### src/rtl/dmem_pkg.sv
// rtl/dmem_pkg.sv - shared state type and constants for the data-RAM arbiter
package dmem_pkg;

    typedef enum logic {
        IDLE   = 1'b0,
        LOCKED = 1'b1
    } arbState_t;

    localparam int AW_DEF   = 10;
    localparam int DW_DEF   = 16;
    localparam int PORT_CPU = 0;
    localparam int PORT_DMA = 1;

endpackage

### src/rtl/dmem_rr_pick.sv
// rtl/dmem_rr_pick.sv - combinational two-way selector; ptr picks the winner when both request
module dmem_rr_pick
    import dmem_pkg::*;
(
    input  logic [1:0] req,
    input  logic       ptr,
    output logic [1:0] gnt
);

    always_comb begin
        gnt = req;
        if (req == 2'b11) begin
            gnt = 2'b00;
            if (ptr) gnt[PORT_DMA] = 1'b1;
            else     gnt[PORT_CPU] = 1'b1;
        end
    end

endmodule

### src/rtl/dmem_arbiter.sv
// rtl/dmem_arbiter.sv - CPU/DMA arbiter for the single-port data RAM with CPU lock
// DMEM_ARB_CPU_PRIORITY_EN: fixed CPU priority instead of round-robin
module dmem_arbiter
    import dmem_pkg::*;
#(
    parameter int AW       = AW_DEF,
    parameter int DW       = DW_DEF,
    parameter int LOCK_MAX = 8
) (
    input  logic          clk,
    input  logic          reset,
    input  logic          req0,
    input  logic          we0,
    input  logic          lock0,
    input  logic [AW-1:0] addr0,
    input  logic [DW-1:0] wdata0,
    output logic          gnt0,
    output logic          rvalid0,
    output logic [DW-1:0] rdata0,
    input  logic          req1,
    input  logic          we1,
    input  logic [AW-1:0] addr1,
    input  logic [DW-1:0] wdata1,
    output logic          gnt1,
    output logic          rvalid1,
    output logic [DW-1:0] rdata1,
    output logic          ram_we,
    output logic [AW-1:0] ram_addr,
    output logic [DW-1:0] ram_wdata,
    input  logic [DW-1:0] ram_rdata,
    output logic          lock_err
);

    arbState_t     state, stateNext;
    logic [7:0]    lockCnt, lockCntNext;
    logic          favourDma, favourDmaNext;
    logic          lockErrQ, lockErrNext;
    logic [1:0]    pick, grant;
    logic          rvalid0Q, rvalid1Q;
    logic [DW-1:0] hold0, hold1;

    // favourDma is the round-robin pointer, or the post-overrun DMA flag in priority mode
    dmem_rr_pick uPick (
        .req ({req1, req0}),
        .ptr (favourDma),
        .gnt (pick)
    );

    always_comb begin
        stateNext     = state;
        lockCntNext   = lockCnt;
        favourDmaNext = favourDma;
        lockErrNext   = 1'b0;
        grant         = 2'b00;
        if (reset) begin
            case (state)
                IDLE: begin
                    grant = pick;
`ifdef DMEM_ARB_CPU_PRIORITY_EN
                    if (grant[PORT_DMA]) favourDmaNext = 1'b0;
`else
                    if (grant != 2'b00) favourDmaNext = grant[PORT_CPU];
`endif
                    if (grant[PORT_CPU] && lock0) begin
                        if (LOCK_MAX <= 1) begin
                            lockErrNext   = 1'b1;
                            favourDmaNext = 1'b1;
                        end else begin
                            stateNext   = LOCKED;
                            lockCntNext = 8'd1;
                        end
                    end
                end
                LOCKED: begin
                    grant[PORT_CPU] = req0;
                    if (!lock0) begin
                        stateNext   = IDLE;
                        lockCntNext = 8'd0;
                    end else if (int'(lockCnt) + 1 >= LOCK_MAX) begin
                        stateNext     = IDLE;
                        lockCntNext   = 8'd0;
                        lockErrNext   = 1'b1;
                        favourDmaNext = 1'b1;
                    end else begin
                        lockCntNext = lockCnt + 8'd1;
                    end
                end
                default: stateNext = IDLE;
            endcase
        end
    end

    always_ff @(posedge clk or negedge reset) begin
        if (!reset) begin
            state     <= IDLE;
            lockCnt   <= 8'd0;
            favourDma <= 1'b0;
            lockErrQ  <= 1'b0;
            rvalid0Q  <= 1'b0;
            rvalid1Q  <= 1'b0;
            hold0     <= '0;
            hold1     <= '0;
        end else begin
            state     <= stateNext;
            lockCnt   <= lockCntNext;
            favourDma <= favourDmaNext;
            lockErrQ  <= lockErrNext;
            rvalid0Q  <= grant[PORT_CPU] & ~we0;
            rvalid1Q  <= grant[PORT_DMA] & ~we1;
            if (rvalid0Q) hold0 <= ram_rdata;
            if (rvalid1Q) hold1 <= ram_rdata;
        end
    end

    always_comb begin
        ram_addr  = '0;
        ram_wdata = '0;
        if (grant[PORT_CPU]) begin
            ram_addr  = addr0;
            ram_wdata = wdata0;
        end else if (grant[PORT_DMA]) begin
            ram_addr  = addr1;
            ram_wdata = wdata1;
        end
    end

    assign gnt0     = grant[PORT_CPU];
    assign gnt1     = grant[PORT_DMA];
    assign ram_we   = (grant[PORT_CPU] & we0) | (grant[PORT_DMA] & we1);
    assign lock_err = lockErrQ;
    // RAM data arrives in the return cycle itself; the hold registers keep it afterwards
    assign rvalid0  = rvalid0Q;
    assign rvalid1  = rvalid1Q;
    assign rdata0   = rvalid0Q ? ram_rdata : hold0;
    assign rdata1   = rvalid1Q ? ram_rdata : hold1;

endmodule

### config.mk
export PLATFORM = sky130hd
export DESIGN_NAME = dmem_arbiter
export DESIGN_NICKNAME = d
export VERILOG_FILES = /design/src/rtl/dmem_pkg.sv /design/src/rtl/dmem_rr_pick.sv /design/src/rtl/dmem_arbiter.sv
export SDC_FILE = /design/constraint.sdc
export NUM_CORES = 1
export LEC_CHECK = 0
export BUFFER_PORTS_ARGS = -buffer_cell sky130_fd_sc_hd__buf_2
export CAP_MARGIN = 20
export CORE_MARGIN = 10
export CORE_UTILIZATION = 35
export DETAILED_ROUTE_END_ITERATION = 7
export GPL_ROUTABILITY_DRIVEN = 0
export PLACE_DENSITY = 0.73
export SYNTH_ARGS = -nofsm -noshare
export SYNTH_HDL_FRONTEND = slang
export SYNTH_SLANG_ARGS = --single-unit
### constraint.sdc
create_clock -name clk -period 1.5 [get_ports clk]
set_clock_uncertainty 0.1 [all_clocks]
set_input_delay 0.15 -clock clk [delete_from_list [all_inputs] [get_ports clk]]
set_output_delay 0.15 -clock clk [all_outputs]
set_load 0.1 [all_outputs]
==> impl_metrics.py <==
metrics = {
    "clock_tree": {
        "path_clk_slew_ns": 0.09,
        "insertion_delay_ns": 0.31,
        "cts_tree": "built",
        "htree_levels": 2,
        "cts_root_buf": "clkbuf_8",
        "cts.path.max_buffers": 2,
        "numCtsBuffers": 5,
        "cts_num_sinks": 45,
    },
    "worst_hold_path": {
        "holdCritPathClass": "primary input to flip-flop",
        "holdPathEnd": "hold1[5]",
        "hp-start": "ram_rdata[5]",
        "holdPathStages": 2,
    },
    "drt": {
        "wl_microns": 9360,
        "drc": 0,
        "dr.pass1.iters": 4,
        "vias_per_cell": 5.05,
        "vias": 2125,
        "final_antenna_net_count": 0,
        "wl_per_cell_microns": 22.2,
        "drtIter0Drc": 35,
    },
    "synth": {
        "synth_xor_area_frac": 0.00421,
        "synth_edf_count": 0,
        "synth_top_family_by_area": "multiplexers",
        "synth_commonest_cells": "dfrtp_1, mux2_2, a22o_1, buf_2, nand2_1",
        "async_flop_share": 1.00,
        "synth.top_cell.area_share": 0.541,
        "yosys.area.top_type": "dfrtp_1",
        "synth.distinct_cells": 32,
        "synth_area_sq_um": 2080,
        "synth_compound_area_frac": 0.166,
        "syn_avg_cell_area_sq_um": 13.4,
        "synthesis.nets": 232,
        "ys_seq_elements": 45,
        "synthSimpleGateAreaFrac": 0.0673,
        "synth_cells": 155,
        "synth.area.top_cells": "dfrtp_1, mux2_2, a22o_1, buf_2, ha_1",
        "yosysWarnings": 0,
        "yosysMostFrequentCell": "dfrtp_1",
        "synth-adder-area-share": 0.0120,
        "synth-seq-area-share": 0.541,
        "synthMuxAreaShare": 0.173,
        "synth_ff_type": "dfrtp_1",
    },
    "placed_design": {
        "place_hpwl_microns": 6680,
        "place_inst": 371,
        "port_buffers": 138,
        "dp_slack_ns": -0.188,
    },
    "die": {
        "core.rowCount": 28,
        "die_x_microns": 97.1,
        "coreArea_sq_um": 5850,
        "start_util": 0.356,
        "die_y_microns": 97.1,
        "pin_count": 139,
        "die-area_sq_um": 9430,
    },
    "setup_path": {
        "cp_num_buf_inv": 3,
        "end_kind": "output port",
        "timing.rr.end": "lockCnt[0]",
        "critPathMaxFanout": 5,
        "critPathLaunchType": "flip-flop",
        "critPathMaxStageDelay_ns": 0.39,
        "r2r_start": "lockCnt[4]",
        "reg2reg_depth": 4,
        "crit_family": "buffers and inverters",
        "worstSetupPathType": "flip-flop to output port",
        "required_ns": 1.25,
        "cp.arrival_ns": 1.74,
        "r2r_setup_slack_ns": -0.11,
        "worst_path_max_delay_cell": "dfrtp_1",
        "path_cells": "and2b_1, nand2_2, a21oi_4, buf_6, clkbuf_16, a22o_4, buf_12",
    },
    "global_routing": {
        "grt_usage": 0.185,
        "grt_max_degree": 30,
        "first_global_vias": 2406,
        "grt_pass1_wl_microns": 14000,
        "gr-total-overflow": 0,
        "antenna_found_initial": 0,
    },
    "timing": {
        "max_freq_ghz": 0.503,
        "worst_slack_ns": -0.487,
        "rsz0062_at_grt": "true",
        "tightestPinTransition_ns": 0.491,
        "finalCritPeriodShare": 1.32,
        "final_hold_viol_count": 0,
        "slew_headroom": 0.675,
        "slew_viol_final": 0,
        "setup_violations": 66,
        "finalSetupTns_ns": -21.64,
        "finalCriticalPeriod_ns": 1.99,
    },
    "job": {
        "maxCapViolations": 0,
    },
    "run_status": {
        "status": "complete, but fails checks",
        "violations": "setup timing",
    },
    "power_and_ir_drop": {
        "ir_drop_v": 0.00197,
        "p_leak_nw": 2.39,
        "pwr_density_cell_nw_per_um2": 2250,
    },
    "final_layout": {
        "diodes": 0,
        "area_growth_pct": 135,
        "drive_gt1_frac": 0.798,
        "num-nets-final": 422,
        "instances_no_fill": 421,
    },
}
-- logic make-up after synthesis --
kind of cell | Yosys count
compound gates | 41
xor+xnor | 1
fa+ha+maj | 2
buf+inv | 13
flops | 45
mux | 32
simple gates | 21
-- cell usage in the layout, fill, tap and decap left out, drive strengths merged, types with 2 or more instances in the layout --
cell / count
a21oi: 4
buf: 188
inv: 3
nand2: 5
dfrtp: 45
mux2: 32
dlygate4sd3: 2
nand3: 2
and2: 4
clkbuf: 8
nor2b: 2
ha: 2
o211a: 2
a22o: 28
-- timing repair --
action | CTS | global route
endpoints found under the hold margin | 47 | 0
setup buffers | 27 | 7
gates resized for setup | 12 | 17
pin swaps | 6 | 9
hold buffers | 3 | 0
endpoints found under the setup margin | 63 | 73
gates cloned | 3 | 4
-- power by group --
| group | total [mW] | switching, mW | internal, mW | leakage (nW) |
|---|---|---|---|---|
| clock network | 0.765 | 0.435 | 0.330 | 0.0445 |
| registers | 1.80 | 0.163 | 1.64 | 0.550 |
| logic | 8.42 | 5.07 | 3.36 | 1.80 |
| total | 11.0 | 5.67 | 5.33 | 2.39 |
-- sequential cells by signal, indices dropped and copies added (netlist names) --
name / count
lockCnt: 8
rvalid1: 1
lock_err: 1
rvalid0: 1
state: 1
favourDma: 1
hold0: 16
hold1: 16
-- through the flow --
step | power, mW | instance area [sq um] | hold slack (ns) | utilization
after detailed placement | 9.64 | 4270 | 0.128 | 0.729
after global routing | 11.3 | 4890 | 0.0207 | 0.836
after CTS | 10.8 | 4710 | 0.0124 | 0.805
final | 11.0 | 4890 | 0.0175 | 0.836
after floorplan | 6.84 | 2500 | -0.246 | -
after global placement | 9.52 | 4270 | 0.100 | 0.729
-- layer usage --
metal / GRT usage / part of all wire / vias to the layer above
li1: - / - / 964
met1: 0.192 / 0.36 / 1039
met2: 0.311 / 0.51 / 113
met3: 0.111 / 0.12 / 9
met4: 0.0488 / 0.011 / 0
met5: 0 / 0 / -
-- final cells by class --
type / instances / area (sq um)
Clock buffer: 5 / 68.8
Clock inverter: 3 / 21.3
Fill cell: 286 / 962
Inverter: 2 / 7.51
Multi-Input combinational cell: 97 / 1300
Sequential cell: 45 / 1130
Tap cell: 75 / 93.8
Timing Repair Buffer: 194 / 2260
-- worst max path at each step --
stage	slack (ns)	end	cells after the start	start
after detailed placement	-0.19	ram_addr[8]	6	state
after floorplan	-0.17	hold0[4]	2	rvalid0
after global routing	-0.53	ram_addr[6]	7	state
after CTS	-0.48	ram_addr[8]	5	state
final	-0.49	ram_addr[6]	7	state
after global placement	-0.13	ram_addr[4]	6	state
Note: power is estimated with default switching activity, not from simulation.
